## src/rtl/mem_scan_pkg.sv

```systemverilog
// Board-wide definitions shared by the board writer and the scan engine:
// cell encodings, board geometry, scan FSM states and a saturating counter helper.
package mem_scan_pkg;

  localparam int BOARD_ADDR_W = 6;
  localparam int BOARD_CELLS  = 64;

  localparam logic [1:0] CELL_EMPTY   = 2'b00;
  localparam logic [1:0] CELL_BLACK   = 2'b01;
  localparam logic [1:0] CELL_WHITE   = 2'b10;
  localparam logic [1:0] CELL_INVALID = 2'b11;

  typedef enum logic [1:0] {
    ST_IDLE  = 2'b00,
    ST_SCAN  = 2'b01,
    ST_DRAIN = 2'b10
  } scan_state_e;

  function automatic logic [6:0] sat_inc(input logic [6:0] v, input logic [6:0] lim);
    return (v >= lim) ? v : v + 7'd1;
  endfunction

endpackage

```

## src/rtl/mem_scan_fifo2.sv

```systemverilog
// Two-entry synchronous FIFO for RAM returns; the head entry is a register
// so downstream sees registered data and the count directly gives validity.
module scan_fifo2 #(
  parameter int W = 8
) (
  input  logic         clk,
  input  logic         rst_n,
  input  logic         push,
  input  logic         pop,
  input  logic [W-1:0] din,
  output logic [W-1:0] dout,
  output logic [1:0]   count
);

  logic [W-1:0] r_head;
  logic [W-1:0] r_tail;
  logic [1:0]   r_count;

  // Head/tail storage and occupancy; a push into an empty or draining FIFO lands in the head.
  always_ff @(posedge clk or negedge rst_n) begin
    if (!rst_n) begin
      r_head  <= {W{1'b0}};
      r_tail  <= {W{1'b0}};
      r_count <= 2'd0;
    end else begin
      case ({push, pop})
        2'b10: begin
          if (r_count == 2'd0) r_head <= din;
          else                 r_tail <= din;
          if (r_count != 2'd2) r_count <= r_count + 2'd1;
        end
        2'b01: begin
          r_head  <= r_tail;
          r_count <= r_count - 2'd1;
        end
        2'b11: begin
          if (r_count == 2'd2) begin
            r_head <= r_tail;
            r_tail <= din;
          end else begin
            r_head <= din;
          end
        end
        default: r_count <= r_count;
      endcase
    end
  end

  assign dout  = r_head;
  assign count = r_count;

endmodule

```

## src/rtl/mem_scan.sv

```systemverilog
// Sequential board RAM reader: streams {addr, cell} beats for cells 0..63
// over valid/ready and keeps running black/white stone counts.
module mem_scan
  import mem_scan_pkg::*;
#(
  parameter int CELLS      = BOARD_CELLS,
  parameter int ADDR_W     = BOARD_ADDR_W,
  parameter int FIFO_DEPTH = 2
) (
  input  logic              clk,
  input  logic              rst_n,
  input  logic              start,
  output logic              ram_rd,
  output logic [ADDR_W-1:0] ram_addr,
  input  logic [1:0]        ram_q,
  output logic              out_valid,
  input  logic              out_ready,
  output logic [ADDR_W-1:0] out_addr,
  output logic [1:0]        out_data,
  output logic [ADDR_W:0]   black_cnt,
  output logic [ADDR_W:0]   white_cnt,
  output logic              busy,
  output logic              done
);

  localparam logic [ADDR_W-1:0] LAST_ADDR  = ADDR_W'(CELLS - 1);
  localparam logic [ADDR_W:0]   MAX_CNT    = (ADDR_W + 1)'(CELLS);
  localparam logic [2:0]        FIFO_LIMIT = 3'(FIFO_DEPTH);

  scan_state_e         r_state;
  logic [ADDR_W-1:0]   r_addr;
  logic [ADDR_W-1:0]   r_cap_addr;
  logic                r_inflight;
  logic [ADDR_W:0]     r_black;
  logic [ADDR_W:0]     r_white;
  logic                r_busy;
  logic                r_done;

  logic                w_pop;
  logic                w_rd;
  logic [2:0]          w_level;
  logic [1:0]          w_count;
  logic [ADDR_W+1:0]   w_head;

  assign w_pop     = out_valid & out_ready;
  assign out_valid = (w_count != 2'd0);
  assign out_addr  = w_head[ADDR_W+1:2];
  assign out_data  = w_head[1:0];

  // Issue a read only if buffered + in-flight cells, less this cycle's pop, leave FIFO room.
  always_comb begin
    w_level = {1'b0, w_count} + {2'b00, r_inflight} - {2'b00, w_pop};
    w_rd    = (r_state == ST_SCAN) && (w_level < FIFO_LIMIT);
  end

  // Return path: remember which address the RAM is answering next cycle.
  always_ff @(posedge clk or negedge rst_n) begin
    if (!rst_n) begin
      r_inflight <= 1'b0;
      r_cap_addr <= {ADDR_W{1'b0}};
    end else begin
      r_inflight <= w_rd;
      if (w_rd) r_cap_addr <= r_addr;
    end
  end

  scan_fifo2 #(.W(ADDR_W + 2)) u_fifo (
    .clk   (clk),
    .rst_n (rst_n),
    .push  (r_inflight),
    .pop   (w_pop),
    .din   ({r_cap_addr, ram_q}),
    .dout  (w_head),
    .count (w_count)
  );

  // Scan control: FSM, read address, stone counters and busy/done flags.
  always_ff @(posedge clk or negedge rst_n) begin
    if (!rst_n) begin
      r_state <= ST_IDLE;
      r_addr  <= {ADDR_W{1'b0}};
      r_black <= {(ADDR_W + 1){1'b0}};
      r_white <= {(ADDR_W + 1){1'b0}};
      r_busy  <= 1'b0;
      r_done  <= 1'b0;
    end else begin
      if (w_pop) begin
        if (out_data == CELL_BLACK)      r_black <= sat_inc(r_black, MAX_CNT);
        else if (out_data == CELL_WHITE) r_white <= sat_inc(r_white, MAX_CNT);
        else                             r_black <= r_black;
      end
      case (r_state)
        ST_IDLE: begin
          if (start) begin
            r_state <= ST_SCAN;
            r_addr  <= {ADDR_W{1'b0}};
            r_black <= {(ADDR_W + 1){1'b0}};
            r_white <= {(ADDR_W + 1){1'b0}};
            r_busy  <= 1'b1;
            r_done  <= 1'b0;
          end
        end
        ST_SCAN: begin
          if (w_rd) begin
            r_addr <= r_addr + {{(ADDR_W - 1){1'b0}}, 1'b1};
            if (r_addr == LAST_ADDR) r_state <= ST_DRAIN;
          end
        end
        ST_DRAIN: begin
          if (w_pop && (out_addr == LAST_ADDR)) begin
            r_state <= ST_IDLE;
            r_busy  <= 1'b0;
            r_done  <= 1'b1;
          end
        end
        default: r_state <= ST_IDLE;
      endcase
    end
  end

  assign ram_rd    = w_rd;
  assign ram_addr  = r_addr;
  assign black_cnt = r_black;
  assign white_cnt = r_white;
  assign busy      = r_busy;
  assign done      = r_done;

endmodule

```

## config.mk

```make
export PLATFORM = sky130hd
export DESIGN_NAME = mem_scan
export DESIGN_NICKNAME = d
export VERILOG_FILES = /design/src/rtl/mem_scan_pkg.sv /design/src/rtl/mem_scan_fifo2.sv /design/src/rtl/mem_scan.sv
export SDC_FILE = /design/constraint.sdc
export NUM_CORES = 1
export LEC_CHECK = 0
export ABC_CLOCK_PERIOD_IN_PS = 2600
export CAP_MARGIN = 20
export CORE_MARGIN = 10
export CORE_UTILIZATION = 47
export CTS_BUF_LIST = sky130_fd_sc_hd__clkbuf_16
export CTS_CLUSTER_DIAMETER = 150
export DETAILED_ROUTE_END_ITERATION = 8
export PLACE_DENSITY_LB_ADDON = 0.15
export SLEW_MARGIN = 20
export SYNTH_ARGS = -nofsm -noshare
export SYNTH_HDL_FRONTEND = slang
export SYNTH_SLANG_ARGS = --single-unit
export TNS_END_PERCENT = 5
```

## constraint.sdc

```tcl
create_clock -name clk -period 2.6 [get_ports clk]
set_clock_uncertainty 0.1 [all_clocks]
set_input_delay 0.52 -clock clk [delete_from_list [all_inputs] [get_ports clk]]
set_output_delay 0.52 -clock clk [all_outputs]
set_load 0.01 [all_outputs]
```

### Word-level counts from Yosys, hierarchy flattened

Index checks and enable logic that the tools add are counted.

* bits of input ports: 6
* word-level logic and storage cells: 90
* register bits after elaboration: 49

* eq/ne operators: 19
* muxes and demuxes: 33
* add/subtract/negate cells: 7
* reductions and logical operators: 16
* $lt $le $gt $ge: 3
* bitwise gates (word level): 1

Operators by type and width (count)
* two-way mux 7 bit: 11
* two-way mux 8 bit: 4
* case mux 8 bit (3 select lines): 1
* case mux 8 bit (2 select lines): 1
* adder 7 x 1 -> 7 bit, second input constant: 2
* greater-or-equal comparator 7 bit, second input constant: 2
* == test 6 bit, second input constant: 2
* two-way mux 6 bit: 2
* case mux 6 bit (2 select lines): 1
* == test 2 bit, second input constant: 5
* two-way mux 2 bit: 5
* != test 2 bit, second input constant: 5
* nonzero test 2 bit: 5
* AND reduction 3 bit: 3
* != test 2 x 1 -> 1 bit, second input constant: 4
* adder 6 x 1 -> 6 bit, second input constant: 1
* == test 2 x 1 -> 1 bit, second input constant: 3
* case mux 2 bit (3 select lines): 1
* zero test 2 bit: 2
* two-way mux 1 bit: 4
* case mux 1 bit (2 select lines): 2
* case mux 2 bit (2 select lines): 1
* AND reduction 2 bit: 2
* AND reduction 4 bit: 1
* other kinds (8): 9

### Longest topological paths before layout

* depth in word-level cells: 7
* gate-level depth with buffers: 11

### By module

From an unflattened synthesis, not the netlist that was laid out.

* cells, all modules: 213
* area total of the unflattened synthesis: 2463.6 sq um

By module, submodules not included
* mem_scan: instances 1, area each 1614.0 sq um, cells an instance 158
* scan_fifo2: instances 1, area each 849.6 sq um, cells an instance 55

### Worst setup path before layout

Ideal clock, no wire load.

* path kind: input to register
* start point: in out_ready
* end point: reg r_addr[5] (netlist: ram_addr[5])
* setup slack: 71 ps
* arrival time: 2351 ps
* data required time: 2422 ps
* path buffers: 0
* cell stages on the path: 9
* cell sequence: nand2b_1 nor2_1 or2_2 nand2_1 fa_1 nand3b_1 or2_1 or4_1 a21oi_1

* cells in the longest elaborated chain, start to end: 6

RTL lines
* from (decl): line mem_scan.sv:17 `input logic out_ready,`
* AND 1 bit: line mem_scan.sv:45 `assign w_pop = out_valid & out_ready;`
* subtractor 3 x 1 -> 3 bit: line mem_scan.sv:52 `w_level = {1'b0, w_count} + {2'b00, r_inflight} - {2'b00, w_pop};`
* less-than comparator 3 x 2 -> 1 bit: line mem_scan.sv:53 `w_rd = (r_state == ST_SCAN) && (w_level < FIFO_LIMIT);`
* logical AND 1 bit: line mem_scan.sv:53
* != test 2 bit (no source line)
* AND reduction 3 bit (no source line)
* to (signal assigned): line mem_scan.sv:81 `r_addr <= {ADDR_W{1'b0}};`
* to (signal assigned): line mem_scan.sv:96 `r_addr <= {ADDR_W{1'b0}};`
* to (signal assigned): line mem_scan.sv:105 `r_addr <= r_addr + {{(ADDR_W - 1){1'b0}}, 1'b1};`
* to (decl): line mem_scan.sv:31 `logic [ADDR_W-1:0] r_addr;`

Every way passes these cells.
A chain may end at the register's enable or synchronous reset.

### Worst setup path in the final report

* start point: reg u_fifo.r_count[0] (netlist: u_fifo.count[0])
* end point: out ram_rd

* cells in the longest elaborated chain, start to end: 5
* elaborated cells on any way between the ends: 6
* classes of those cells: add/sub: 2; order compare: 1; bitwise: 1; reduce/logical: 2

RTL lines
* from (decl): line mem_scan_fifo2.sv:17 `logic [1:0] r_count;`
* from (signal assigned): line mem_scan_fifo2.sv:30 `if (r_count != 2'd2) r_count <= r_count + 2'd1;`
* from (signal assigned): line mem_scan_fifo2.sv:34 `r_count <= r_count - 2'd1;`
* from (signal assigned): line mem_scan_fifo2.sv:44 `default: r_count <= r_count;`
* parallel branches: the longest is 2 deep, another holds adder 2 x 1 -> 3 bit
* subtractor 3 x 1 -> 3 bit *: line mem_scan.sv:52
* less-than comparator 3 x 2 -> 1 bit *: line mem_scan.sv:53
* logical AND 1 bit *: line mem_scan.sv:53
* to (decl): line mem_scan.sv:13 `output logic ram_rd,`

Every way passes the cells marked *.

==> results.yml <==
cells_and_area:
  layout.cells.non_filler: 352
  fill_cells: 381
  drive_gt1_share_pct: 19.30
  layout_common_cells: "49 x dfrtp_1, 34 x clkdlybuf4s50_1, 32 x nand2_1"
  nets: 296
  final_util_pct: 65.70
  syn_to_final_growth_pct: 34.93
  design_area_um2: 3103
  layout_commonest_cell: "dfrtp_1"
  diodes: 0
cts:
  clock_latency_ps: 290
  cts_sinks: 49
  clk_pin_slew_ps: 70
  ctsLongestPathBuffers: 2
  h-tree-depth: 2
  cts_root_buf: "clkbuf_16"
  hold_buffers: 0
  cts_buffers: 5
  tritoncts: "built"
worst_setup_path:
  startpoint_type: "flip-flop"
  worst_setup_path_end_kind: "output pin"
  path_max_fanout: 3
  critPathTopFamily: "simple AND/OR/NAND/NOR gates"
  worstPathArrival_ps: 2120
  cp_num_cells: 9
  r2r.worst_path.cells: 15
  critical_path_class: "flip-flop to output pin"
  cpPeakStageDelay_ps: 520
  reg2reg_slack_ps: -70
  cp.required_ps: 1980
  slowest_stage: "fa_1"
  crit_chain: "nand2b_4 > nor2_4 > buf_4 > buf_4 > fa_1 > nand3b_1 > or2_4 > clkinv_2 > buf_6"
  crit_top_cell: "buf_4"
  critical_path_buf_inv_count: 4
synthesis:
  synth_xor_xnor_area_share_pct: 4.570
  yosysWarnings: 0
  yosys.area_share.simple_pct: 19.70
  synth_mux_area_share_pct: 6.094
  synth_top_family_by_area: "simple AND/OR/NAND/NOR gates"
  synth_area_leaders: "dfrtp_1 53%, nand2_1 5.4%, xnor2_1 4.2%, mux2_2 3.9%, nor2_1 3.3%"
  synthAdderAreaFrac_pct: 3.591
  synth.ff_latch_count: 49
  synth-compound-area-share_pct: 9.793
  ys_seq_area_share_pct: 53.32
  avgSynthCellArea_um2: 10.36
  synth_area_leader_cell: "dfrtp_1"
  syn_area_um2: 2300
  synth_top_area_share_pct: 53.32
  synthesis.nets: 234
  synth_cell_types: 35
  syn-instance-count: 222
timing:
  rsz0062_at_grt: "yes"
  min_period_ps: 2737
  slew_viol_final: 0
  setup_viol: 3
  finalCritPeriodShare_pct: 105.3
  relSlewSlack_pct: 57.77
  fin_ws_ps: -136.9
  clock.fmax_ghz: 0.3654
  finalHoldViolations: 0
  tightest_slew_ps: 633.5
drt:
  dr.pass1.iters: 4
  wl_per_cell_um: 14.77
  drtAntennaViolNets: 0
  viasPerCell: 5.122
  vias: 1803
  drt_iter0_drc: 113
  drt_wl_total_um: 5199
  drc: 0
global_routing:
  grt_max_degree: 50
  grt_pass1_vias: 1853
  grt-ovfl-total: 0
  grt_pass1_wl_um: 8956
  grt_use_total_pct: 13.24
  antenna_found_initial: 0
floorplanning:
  boundaryPins: 38
  fp.dieH_um: 89.95
  initial_core_util_pct: 48.69
  placementRows: 25
  core_region_area_um2: 4723
  die_w_um: 89.95
  die_area_um2: 8091
outcome:
  violations: "negative setup slack"
  status: "finished with violations"
placed_design:
  gp_congestion: 0.7847
  dp.cells: 335
  place_area_um2: 2831
  place_ws_ps: -893.1
  dp_hpwl_um: 3561
  io_buffers: 37
power_and_ir_drop:
  p_total_w: 0.003724
  power.density_nw_per_um2: 1200
  ir_worst_vdd_mv: 0.8270
  power.leakage_nw: 1.451
flow_run:
  cap_violations: 0
hold_path:
  hold_class: "input port to async pin"
## power breakdown
group          switching, W  internal (W)
sequential         0.000223      0.000995
clock              0.000302      0.000363
combinational      0.000838       0.00100
## routing by layer
metal | part of all wire [%] | track usage (%) | vias to the layer above
li1 | - | - | 888
met1 | 45 | 15.68 | 864
met3 | 6.6 | 4.489 | 8
met4 | 1.8 | 4.775 | 0
met5 | 0 | 0 | -
met2 | 47 | 21.79 | 43
## cell type report
type / instances / area [um2] / share of cell area (%)
repair buffers: 61 / 560.5 / 18.06
clock inverters: 3 / 26.28 / 0.8468
well taps: 67 / 83.83 / 2.702
flip-flops and latches: 49 / 1226 / 39.52
inverters: 10 / 38.79 / 1.250
clock buffers: 5 / 125.1 / 4.032
multi-input cells: 157 / 1042 / 33.59
## state kept, by name, summed over array words and instances (netlist names)
name	flops
ram_addr	6
r_inflight	1
white_cnt	7
u_fifo.r_tail	8
r_cap_addr	6
busy	1
done	1
u_fifo.dout	8
u_fifo.count	2
r_state	2
black_cnt	7
## cells in the mapped netlist, drive strengths merged
| library cell | number |
|---|---|
| or4 | 2 |
| buf | 1 |
| nor2 | 20 |
| a21oi | 4 |
| a21o | 8 |
| clkbuf | 5 |
| nor4 | 5 |
| xor2 | 1 |
| mux2i | 5 |
| o31ai | 1 |
| or2 | 3 |
| nor3 | 8 |
| a22o | 8 |
| nand3b | 3 |
| nand2b | 7 |
| o21a | 3 |
| nand3 | 8 |
| nor2b | 1 |
| a31oi | 1 |
| o21ai | 4 |
| dfrtp | 49 |
| xnor2 | 11 |
| and2 | 1 |
| clkinv | 1 |
| or3b | 2 |
| a21boi | 2 |
| inv | 9 |
| ha | 5 |
| fa | 1 |
| nand4 | 2 |
| mux2 | 8 |
| nand2 | 33 |
## worst paths after layout
| path | start | endpoint |
|---|---|---|
| max | u_fifo.count[0] | ram_rd |
| min | rst_n | black_cnt[0] |
| max reg2reg | u_fifo.count[0] | ram_addr[4] |
| min reg2reg | r_cap_addr[5] | r_cap_addr[5] |
| max in group asynchronous | rst_n | white_cnt[3] |
| min in group clk | r_cap_addr[5] | r_cap_addr[5] |
## what timing repair did
action,4_1_cts,5_1_grt
resized for setup,22,2
endpoints found under the setup margin,5,4
pin swaps,9,5
buffers inserted,8,2
## worst register-to-register path: cells and delay by family, from the launching register on
| family | cells | cell delay [ps] |
|---|---|---|
| buf+inv | 8 | 920 |
| xor+xnor | 1 | 130 |
| flops | 1 | 370 |
| simple gates | 5 | 520 |
| fa+ha+maj | 1 | 520 |
## logic make-up after synthesis
| group | count (synthesis) |
|---|---|
| multiplexers | 13 |
| buffers and inverters | 16 |
| XOR/XNOR | 12 |
| AND/OR/NAND/NOR | 95 |
| adder cells (fa/ha/maj) | 6 |
| flip-flops | 49 |
| AO/OA/AOI/OAI | 31 |
## metrics by stage
step / hold WS (ps) / TNS, ps
2_1_floorplan: 124.4 / 0
3_3_place_gp: 384.6 / -4083
3_5_place_dp: 380.7 / -4461
4_1_cts: 253.5 / -389.5
5_1_grt: 289.9 / -582.8
6_report: 213.4 / -280.3
No activity file was read; power rests on OpenSTA's default activity.
==> edit 1: new RTL, same settings <==
Re-encode `scan_state_e` (3 states) as one-hot, 3 bits wide.
--- a/src/rtl/mem_scan_pkg.sv
+++ b/src/rtl/mem_scan_pkg.sv
@@ -10,10 +10,10 @@
   localparam logic [1:0] CELL_WHITE   = 2'b10;
   localparam logic [1:0] CELL_INVALID = 2'b11;
 
-  typedef enum logic [1:0] {
-    ST_IDLE  = 2'b00,
-    ST_SCAN  = 2'b01,
-    ST_DRAIN = 2'b10
+  typedef enum logic [2:0] {
+    ST_IDLE  = 3'b001,
+    ST_SCAN  = 3'b010,
+    ST_DRAIN = 3'b100
   } scan_state_e;
 
   function automatic logic [6:0] sat_inc(input logic [6:0] v, input logic [6:0] lim);
Check against the original RTL: no difference found for any inputs over 10 cycles, from zero or initial values and one cycle with rst_n low; not proved beyond that.
==> edit 1 against the original RTL <==
- via count grew 8.5%
- synthesized area is 8.4% higher
- worst setup slack better by 160 ps
- design area up 4.8%
- largest cell class unchanged
- die area is 6.5% higher
- wire length grew 11%
- sequential cell count up 1
- count of clock-buffer cells in the layout did not move
Power is not compared: it rests on default switching activity, and its combinational part moved more than twofold at a synthesized area within 25%.
==> edit 1: results (changes against the original RTL) <==
INFO  metric run_status = complete, no violations
INFO  metric nonClkBufAreaFrac = 16.7% (-1.3 points)
INFO  metric groute.layer.met2.usage = 22.8% (+0.99 points)
INFO  metric critical-path-max-stage-delay = 380 ps (-140 ps)
INFO  metric routedLengthMet1 = 2570 µm (+11%)
INFO  metric clock_area_share = 4.35% (-0.53 points)
INFO  metric synth_cells = 225 (+1.4%)
INFO  metric met1_demand_to_capacity_share_in_global_routing = 16.7% (+1.1 points)
INFO  metric detailed_place.area = 0.00305 mm² (+7.9%)
INFO  metric use_met3 = 6.13% (+1.6 points)
INFO  metric mappedNetlistNets = 237 (+1.3%)
INFO  metric layout.nets = 294 (-0.68%)
INFO  metric worst_slew_pin_slew = 721 ps (+87.9 ps)
INFO  metric reg2reg_from = u_fifo.count[1]
INFO  metric netlist_top_cells_area = dfrtp_1 49%, mux2_2 6.3%, mux2i_1 4.0%
INFO  metric critPathArrivalTime = 1960 ps (-160 ps)
INFO  metric wl_met3 = 374 µm (+8.4%)
INFO  metric cp_max_fo = 2 (-1)
INFO  metric dr_wl_met2 = 2770 µm (+13%)
INFO  metric ys_seq_area_share = 50.3% (-3.1 points)
INFO  metric drt_iter0_drc = 84 (-26%)
INFO  metric synth.distinct_cells = 45 (+29%)
INFO  metric detailedPlace.worstSlack = -587 ps (+306 ps)
INFO  metric filler_cell_count = 480 (+26%)
INFO  metric detailroute.via_count = 1957 (+8.5%)
INFO  metric buffers_excl_clock = 60 (-1.6%)
INFO  metric route.final.wire_length = 5780 µm (+11%)
INFO  metric post-place-cells = 340 (+1.5%)
INFO  metric reg2regPathDepth = 8 (-7)
INFO  metric gpl.final_weighted_congestion = 0.756 (-3.6%)
INFO  metric timing.fmax = 388 MHz (+6.2%)
INFO  metric cpMaxStageDelayCell = dfrtp_1
INFO  metric design_area = 0.00325 mm² (+4.8%)
INFO  metric detailedPlacementHpwl = 4110 µm (+15%)
INFO  metric gr-usage-all-layers = 14.1% (+0.82 points)
INFO  metric n_sequential_cell = 50 (+2.0%)
INFO  metric via_per_inst = 5.54 (+8.2%)
INFO  metric via_count_of_the_first_global_routing_pass = 1948 (+5.1%)
INFO  metric non_clock_inverter_count = 8 (-2)
INFO  metric tap_cells = 70 (+4.5%)
-- edit 1: changes by cell type after synthesis, sizes merged, moves of 6 or more --
cell   unedited run  this run
a22o              8         0
mux2              8        14
and3              0         9
a21o              8         2
nor3              8         1
a21oi             4        10
xnor2            11         1
nand2            33        15
a221o             0         8
o21ai             4        10
nor2             20         3
-- edit 1: what timing repair did --
action	CTS	global route
pin swaps	3	3
cloned	0	0
buffers inserted	2	2
hold endpoints to repair	8	0
setup endpoints to repair	2	2
hold buffers	1	0
resized for setup	7	4
-- edit 1: cells by family (layout without fill, tap and decap cells) --
kind of cell    count (synthesis)  count (layout)  synth area share, %
fa+ha+maj                       6               6                 3.31
simple gates                   82              82                 20.3
buf+inv                        18              76                 3.01
mux                            24              24                 10.3
xor+xnor                        2               2                0.703
compound gates                 43              43                 12.0
flops                          50              50                 50.3
==> edit 2: new RTL, config.mk and constraints unchanged <==
Without the edit above. Reset style: synchronous (`rst_n`), changed in 3 clocked blocks.
--- a/src/rtl/mem_scan_fifo2.sv
+++ b/src/rtl/mem_scan_fifo2.sv
@@ -17,7 +17,7 @@
   logic [1:0]   r_count;
 
   // Head/tail storage and occupancy; a push into an empty or draining FIFO lands in the head.
-  always_ff @(posedge clk or negedge rst_n) begin
+  always_ff @(posedge clk) begin
     if (!rst_n) begin
       r_head  <= {W{1'b0}};
       r_tail  <= {W{1'b0}};
--- a/src/rtl/mem_scan.sv
+++ b/src/rtl/mem_scan.sv
@@ -54,7 +54,7 @@
   end
 
   // Return path: remember which address the RAM is answering next cycle.
-  always_ff @(posedge clk or negedge rst_n) begin
+  always_ff @(posedge clk) begin
     if (!rst_n) begin
       r_inflight <= 1'b0;
       r_cap_addr <= {ADDR_W{1'b0}};
@@ -75,7 +75,7 @@
   );
 
   // Scan control: FSM, read address, stone counters and busy/done flags.
-  always_ff @(posedge clk or negedge rst_n) begin
+  always_ff @(posedge clk) begin
     if (!rst_n) begin
       r_state <= ST_IDLE;
       r_addr  <= {ADDR_W{1'b0}};
Behaviour: differs if rst_n is asserted again (counterexample within 4 cycles, from zero or initial values and one cycle with rst_n low); with rst_n held inactive, the same outputs for 10 cycles.
==> edit 2 against the original RTL <==
- core utilization down 3.9 points
- worst setup slack better by 180 ps
- design area increased by 1.1%
- synthesized area rose by 6.2%
- sequential cell count unchanged
- wire length rose by 5.8%
- largest cell class is now multi-input combinational cells
- highest routed layer unchanged
Power is not compared: it rests on default switching activity, and its combinational part moved more than twofold at a synthesized area within 25%.
==> edit 2: results (changes against the original RTL) <==
INFO  metric grt_first_pass_wirelength = 9610 µm (+7.3%)
INFO  metric via_count_of_the_first_global_routing_pass = 1962 (+5.9%)
INFO  metric groute.layer.met2.usage = 22.1% (+0.33 points)
INFO  metric run_status = complete, no violations
INFO  metric gpl.final_weighted_congestion = 0.789 (+0.55%)
INFO  metric synth.distinct_cells = 48 (+37%)
INFO  metric post_synth_fa_ha_maj_area_fraction = 3.38% (-0.21 points)
INFO  metric most_repeated_cell_in_the_gate_level_netlist_after_synthesis = dfxtp_1
INFO  metric dr_wl_met2 = 2640 µm (+7.8%)
INFO  metric number_of_buffers_added_for_setup_after_cts = 3 (-5)
INFO  metric layout.nets = 320 (+8.1%)
INFO  metric power.leakage = around 1.1 nW
INFO  metric filler_cell_count = 479 (+26%)
INFO  metric timing.slew.headroom = 55.7% (-2.1 points)
INFO  metric critical-path-max-stage-delay = ~530 ps
INFO  metric synth_top_cells_by_count = 49 x dfxtp_1, 22 x nor2_1, 18 x nor2b_1, 17 x mux2i_1, 14 x xnor2_1
INFO  metric netlist_top_cells_area = dfxtp_1 40%, mux2i_1 7.0%, xnor2_1 5.0%
INFO  metric gr-usage-all-layers = 13.6% (+0.36 points)
INFO  metric ir_worst_vdd = ~0.30 mV
INFO  metric fin_cells = 379 (+7.7%)
INFO  metric reg2regPathDepth = 11 (-4)
INFO  metric synth.avg_cell_area = 9.36 µm² (-9.7%)
INFO  metric drt_iter0_drc = 62 (-45%)
INFO  metric worstSetupStartpoint = out_ready
INFO  metric synth_mux_area_share = 6.97% (+0.87 points)
INFO  metric reg2reg_from = u_fifo.count[0]
INFO  metric detailedPlacementHpwl = 3890 µm (+9.3%)
INFO  metric setup_slack_of_the_most_critical_reg_to_reg_path = 130 ps (+200 ps)
INFO  metric grt_max_degree = 29 (-42%)
INFO  metric mappedNetlistNets = 273 (+17%)
INFO  metric wl_met3 = 315 µm (-8.7%)
INFO  metric drive_above_1_share = 15.9% (-3.4 points)
INFO  metric routedLengthMet1 = 2500 µm (+7.9%)
INFO  metric synth_compound_gate_area_share = 16.4% (+6.7 points)
INFO  metric met1_demand_to_capacity_share_in_global_routing = 16.8% (+1.1 points)
INFO  metric post-place-cells = 369 (+10%)
INFO  metric detailedPlace.worstSlack = -886 ps (+7.15 ps)
INFO  metric r2r-end = ram_addr[3]
INFO  metric ys_seq_area_share = 40.2% (-13 points)
INFO  metric hold_path.class = flip-flop to flip-flop
INFO  metric synth-xor-area-share = 5.69% (+1.1 points)
INFO  metric cp_max_fo = 2 (-1)
INFO  metric postLayoutSetupSlackWorst = 41.9 ps (+179 ps)
INFO  metric async_reset_ff_share = 0% (-100 points)
INFO  metric use_met3 = 4.73% (+0.24 points)
INFO  metric via_per_inst = 5.22 (+1.8%)
[edit 2: cell count changes after synthesis, sizes merged, moves of 7 or more]
| cell | before | now |
|---|---|---|
| dfrtp | 49 | 0 |
| nor2b | 1 | 18 |
| mux2 | 8 | 0 |
| a21o | 8 | 1 |
| dfxtp | 0 | 49 |
| mux2i | 5 | 17 |
| a22o | 8 | 0 |
| nand2 | 33 | 11 |
| a32oi | 0 | 7 |
| buf | 1 | 8 |
| a32o | 0 | 7 |
[edit 2: metrics by stage]
stage	total power, W	util, %	hold WS [ps]	instance area (µm²)
floorplan	0.000846	-	365	2460
global placement	0.000887	58.0	393	2940
detailed placement	0.000887	58.0	389	2940
CTS	0.00154	61.7	403	3130
global route	0.00159	61.8	426	3140
finish	0.00153	61.8	396	3140
[edit 2: cell type report]
type / instances / area share (%)
clock buffers: 5 / 3.99
repair buffers: 54 / 15.8
clock inverters: 3 / 0.838
well taps: 70 / 2.79
inverters: 10 / 1.20
multi-input cells: 188 / 44.1
flip-flops and latches: 49 / 31.3
